[config.mk]
export PLATFORM = sky130hd
export DESIGN_NAME = mem_arbiter
export DESIGN_NICKNAME = d
export VERILOG_FILES = /design/src/rtl/mem_arb_pkg.sv /design/src/rtl/mem_arb_starve_ctr.sv /design/src/rtl/mem_arbiter.sv
export SDC_FILE = /design/constraint.sdc
export NUM_CORES = 1
export LEC_CHECK = 0
export CAP_MARGIN = 20
export CORE_AREA = 2 2 107 109
export DETAILED_ROUTE_END_ITERATION = 10
export DIE_AREA = 0 0 109 111
export PLACE_DENSITY = 0.72
export RECOVER_POWER = 100
export SLEW_MARGIN = 10
export SYNTH_ARGS = -nofsm -noshare
export SYNTH_HDL_FRONTEND = slang
export SYNTH_SLANG_ARGS = --single-unit
[constraint.sdc]
create_clock -name clk_i -period 1.88 [get_ports clk_i]
set_clock_uncertainty 0.1 [all_clocks]
set_input_delay 0.376 -clock clk_i [delete_from_list [all_inputs] [get_ports clk_i]]
set_output_delay 0.376 -clock clk_i [all_outputs]
set_load 0.1 [all_outputs]
[src/rtl/mem_arb_pkg.sv]
// Shared types and widths for the unified instruction/data memory arbiter.
package mem_arb_pkg;

  localparam int unsigned ADDR_W   = 32;
  localparam int unsigned DATA_W   = 32;
  localparam int unsigned BE_W     = DATA_W / 8;
  localparam int unsigned STARVE_W = 4;

  typedef enum logic [1:0] {
    OWN_NONE = 2'd0,
    OWN_IF   = 2'd1,
    OWN_DM   = 2'd2
  } owner_e;

endpackage

[src/rtl/mem_arb_starve_ctr.sv]
// Counts consecutive data grants taken while a fetch waits; flags when fetch must win.
module mem_arb_starve_ctr
  import mem_arb_pkg::*;
#(
  parameter int unsigned STARVE_MAX = 4
) (
  input  logic clk_i,
  input  logic rst_i,
  input  logic if_req_i,
  input  logic if_gnt_i,
  input  logic dm_gnt_i,
  output logic starved_o
);

  localparam logic [STARVE_W-1:0] CntMax = STARVE_W'(STARVE_MAX);

  logic [STARVE_W-1:0] starve_cnt_q, starve_cnt_d;

  always_comb begin
    starve_cnt_d = starve_cnt_q;
    if (if_gnt_i || !if_req_i) begin
      starve_cnt_d = '0;
    end else if (dm_gnt_i && (starve_cnt_q != CntMax)) begin
      starve_cnt_d = starve_cnt_q + STARVE_W'(1);
    end
  end

  always_ff @(posedge clk_i) begin
    if (rst_i) begin
      starve_cnt_q <= '0;
    end else begin
      starve_cnt_q <= starve_cnt_d;
    end
  end

  assign starved_o = (starve_cnt_q == CntMax);

endmodule

[src/rtl/mem_arbiter.sv]
// Single-port memory arbiter: data-priority grant with fetch starvation guard and
// one-cycle response routing back to the owning port.
module mem_arbiter
  import mem_arb_pkg::*;
#(
  parameter int unsigned ADDR_W     = 32,
  parameter int unsigned DATA_W     = 32,
  parameter int unsigned STARVE_MAX = 4
) (
  input  logic                  clk_i,
  input  logic                  rst_i,

  input  logic                  if_req_i,
  input  logic [ADDR_W-1:0]     if_addr_i,
  output logic                  if_gnt_o,
  output logic                  if_rvalid_o,
  output logic [DATA_W-1:0]     if_rdata_o,
  input  logic                  flush_i,

  input  logic                  dm_req_i,
  input  logic                  dm_we_i,
  input  logic [DATA_W/8-1:0]   dm_be_i,
  input  logic [ADDR_W-1:0]     dm_addr_i,
  input  logic [DATA_W-1:0]     dm_wdata_i,
  output logic                  dm_gnt_o,
  output logic                  dm_rvalid_o,
  output logic [DATA_W-1:0]     dm_rdata_o,

  output logic                  mem_en_o,
  output logic                  mem_we_o,
  output logic [DATA_W/8-1:0]   mem_be_o,
  output logic [ADDR_W-1:0]     mem_addr_o,
  output logic [DATA_W-1:0]     mem_wdata_o,
  input  logic [DATA_W-1:0]     mem_rdata_i
);

  logic   if_gnt, dm_gnt, starved;
  owner_e resp_owner_q, resp_owner_d;
  logic   we_q, we_d;

  mem_arb_starve_ctr #(
    .STARVE_MAX(STARVE_MAX)
  ) u_starve_ctr (
    .clk_i    (clk_i),
    .rst_i    (rst_i),
    .if_req_i (if_req_i),
    .if_gnt_i (if_gnt),
    .dm_gnt_i (dm_gnt),
    .starved_o(starved)
  );

  // Flush vetoes fetch outright, so data wins even when fetch is starved.
  always_comb begin
    if_gnt = 1'b0;
    dm_gnt = 1'b0;
    if (!rst_i) begin
      if_gnt = if_req_i && !flush_i && (!dm_req_i || starved);
      dm_gnt = dm_req_i && !if_gnt;
    end
  end

  assign if_gnt_o = if_gnt;
  assign dm_gnt_o = dm_gnt;

  always_comb begin
    mem_en_o    = 1'b0;
    mem_we_o    = 1'b0;
    mem_be_o    = '0;
    mem_addr_o  = '0;
    mem_wdata_o = '0;
    if (if_gnt) begin
      mem_en_o   = 1'b1;
      mem_be_o   = '1;
      mem_addr_o = if_addr_i;
    end else if (dm_gnt) begin
      mem_en_o    = 1'b1;
      mem_we_o    = dm_we_i;
      mem_be_o    = dm_be_i;
      mem_addr_o  = dm_addr_i;
      mem_wdata_o = dm_wdata_i;
    end
  end

  // Response owner state: register, next-state, outputs.
  always_ff @(posedge clk_i) begin
    if (rst_i) begin
      resp_owner_q <= OWN_NONE;
      we_q         <= 1'b0;
    end else begin
      resp_owner_q <= resp_owner_d;
      we_q         <= we_d;
    end
  end

  always_comb begin
    resp_owner_d = OWN_NONE;
    we_d         = 1'b0;
    if (if_gnt) begin
      resp_owner_d = OWN_IF;
    end else if (dm_gnt) begin
      resp_owner_d = OWN_DM;
      we_d         = dm_we_i;
    end
  end

  always_comb begin
    if_rvalid_o = 1'b0;
    if_rdata_o  = '0;
    dm_rvalid_o = 1'b0;
    dm_rdata_o  = '0;
    if (!rst_i) begin
      case (resp_owner_q)
        OWN_IF: begin
          if_rvalid_o = !flush_i;
          if_rdata_o  = flush_i ? '0 : mem_rdata_i;
        end
        OWN_DM: begin
          dm_rvalid_o = 1'b1;
          dm_rdata_o  = we_q ? '0 : mem_rdata_i;
        end
        default: ;
      endcase
    end
  end

endmodule

==> results.cfg <==
[status]
status = complete, but fails checks
violations = setup timing

[sta]
setup_slack_ps = -448
relSlewSlack_pct = 74.5
fin_crit_sh_pct = 124
tns_ps = -34460
slew_violations = 0
whs_ps = 505
rsz0062_at_grt = yes
setup_viol = 136
tightest_slew_ps = 382
final_period_minus_worst_setup_slack_ps = 2330
hold_viol_final = 0
max_freq_mhz = 430

[worst_setup_path]
cp_cell_sequence = inv_2 > ha_4 > and3b_4 > a211oi_4 > buf_6 > clkbuf_16 > and2_4 > buf_12
crit_arrival_ps = 1850
path_delay_family = buffers and inverters
cp.buffers_inverters = 4
cp-endpoint = mem_wdata_o[8]
startpoint = u_starve_ctr.starve_cnt_q[0]$_SDFFE_PP0P_
cp_num_cells = 8
cp_max_fo = 5
crit_path_end_kind = output pin
critPathRequiredTime_ps = 1400
cp-start-kind = flip-flop
r2r_slack_ps = 230
critPathSlowestCell = dfxtp_2
reg2reg_depth = 8
r2r_end = we_q$_SDFF_PP0_
r2r-start = u_starve_ctr.starve_cnt_q[0]$_SDFFE_PP0P_
crit_type = flip-flop to output pin
slowest_delay_ps = 330

[placement]
placed_area_um2 = 7290
routabilityCongestion = 0.813
io_buffers = 275
post-dp-hpwl_um = 9820

[final_layout]
fillCellCount = 726
design_area_um2 = 7810
ff_latch_area_um2 = 145
utilization_pct = 70.5
antennaDiodeCount = 0
multi_input_area_um2 = 2340
drive_gt1_share_pct = 61.2
final_common_cell = buf_12
nets = 728
layout_common_cells = buf_12, clkdlybuf4s50_1, and2_4
syn_to_final_growth_pct = 299

[detailed_routing]
dr.pass1.iters = 4
ant_nets = 0
drt-initial-drc-count = 93
wire_per_inst_um = 17.1
viasPerCell = 4.35
finalWirelength_um = 12500
drc_errors = 0
dr_total_vias = 3176

[yosys]
syn_nets = 410
synth.distinct_cells = 30
seq_area_frac_synth_pct = 7.15
synth_area_um2 = 1960
yosysWarnings = 0
avgSynthCellArea_um2 = 7.26
synth-seq-cells = 7
synthCells = 270

[clocking]
worstSkewPairLatency_ps = 240
cts_root_buffer = clkbuf_16
cts_tree = yes
htree_levels = 1
clk_pin_slew_ps = 40
numCtsBuffers = 3
clockBufferDepth = 2
clkSinkCount = 7

[global_route]
grt_pass1_vias = 3499
antenna_found_initial = 0
grt_first_pass_wirelength_um = 19300
grt_max_degree = 28
grt.total_usage_pct = 20.4
gr-total-overflow = 0

[floorplan]
core_area_um2 = 11100
dieArea_um2 = 12100
io_pins = 276
start_util_pct = 17.7
die_x_um = 109
die_h_um = 111
core.rowCount = 39

[power]
ir_drop_mv = 0.215
leakagePower_uw = 0.00313
cellPowerDensity_nw_per_um2 = 322

[worst_hold_path]
hp-class = flip-flop to flip-flop

[run]
cap_violations = 0
==> state kept, by name (all words and copies together), names as in the netlist <==
signal and count:
u_starve_ctr.starve_cnt_q 4, we_q 1, resp_owner_q 2
==> report_power, final <==
group,switching [uW],internal [uW]
clock network,89.5,280
registers,2.43,153
logic,1100,890
==> cell families after synthesis <==
family          after synthesis  synth area share, %
simple gates                152                 49.4
buf+inv                      60                 14.3
compound gates               49                 27.8
flops                         7                 7.15
fa+ha+maj                     2                 1.28
==> worst min-delay path by stage <==
stage                                              startpoint  depth (start not counted)                                         to
floorplan           u_starve_ctr.starve_cnt_q[0]$_SDFFE_PP0P_                          2  u_starve_ctr.starve_cnt_q[0]$_SDFFE_PP0P_
global placement    u_starve_ctr.starve_cnt_q[0]$_SDFFE_PP0P_                          3  u_starve_ctr.starve_cnt_q[0]$_SDFFE_PP0P_
detailed placement  u_starve_ctr.starve_cnt_q[3]$_SDFFE_PP0P_                          3  u_starve_ctr.starve_cnt_q[3]$_SDFFE_PP0P_
CTS                 u_starve_ctr.starve_cnt_q[3]$_SDFFE_PP0P_                          3  u_starve_ctr.starve_cnt_q[3]$_SDFFE_PP0P_
global route        u_starve_ctr.starve_cnt_q[3]$_SDFFE_PP0P_                          3  u_starve_ctr.starve_cnt_q[3]$_SDFFE_PP0P_
finish              u_starve_ctr.starve_cnt_q[3]$_SDFFE_PP0P_                          3  u_starve_ctr.starve_cnt_q[3]$_SDFFE_PP0P_
==> Yosys cell counts, drive strengths merged <==
cell | instances | area share, %
a211oi | 5 | 2.8
a21oi | 7 | 1.8
and2 | 98 | 31
and2b | 2 | 0.77
and3b | 1 | 0.64
and4 | 1 | 0.45
buf | 19 | 6.4
clkbuf | 6 | 1.1
dfxtp | 7 | 7.2
ha | 2 | 1.3
inv | 35 | 6.7
nand2 | 4 | 0.77
nand2b | 35 | 12
nand3 | 3 | 0.77
nand3b | 1 | 0.38
nor2 | 2 | 0.38
nor2b | 1 | 0.32
nor3b | 1 | 0.64
nor4 | 1 | 0.32
nor4b | 1 | 0.77
o21ai | 5 | 1.3
o32ai | 32 | 22
or4 | 1 | 0.38
==> layer usage <==
metal	up-vias	global-route usage [%]	routed length [um]
li1	1528	-	-
met1	1451	19.4	3890
met2	178	41.4	7070
met3	19	6.00	1230
met4	0	4.53	265
met5	-	0	0
==> worst min-delay path, delay by kind of cell (launching register included) <==
family	cells	cell delay, ps
compound gates	2	140
buf+inv	1	130
flops	1	300
==> area by class of cell <==
| type | count | share of cell area [%] |
|---|---|---|
| well taps | 143 | 2.29 |
| clock buffers | 3 | 0.961 |
| clock inverters | 1 | 0.0641 |
| flip-flops and latches | 7 | 1.86 |
| multi-input cells | 203 | 30.0 |
| repair buffers | 338 | 63.1 |
| inverters | 35 | 1.68 |
==> per-stage QoR <==
step	total power, uW	setup slack (ps)	std cells
6_report	2510	-448	730
2_1_floorplan	1250	-586	270
4_1_cts	2520	-462	730
3_3_place_gp	2050	-603	700
3_5_place_dp	2070	-624	700
5_1_grt	2610	-521	730
==> timing repair <==
| item | 4_1_cts | 5_1_grt |
|---|---|---|
| buffers inserted | 14 | 1 |
| pin swaps | 32 | 10 |
| gates cloned | 12 | 2 |
| endpoints found under the setup margin | 137 | 136 |
| hold buffers | 0 | 0 |
| resized for setup | 44 | 6 |
Power figures use the tool's default switching activity.
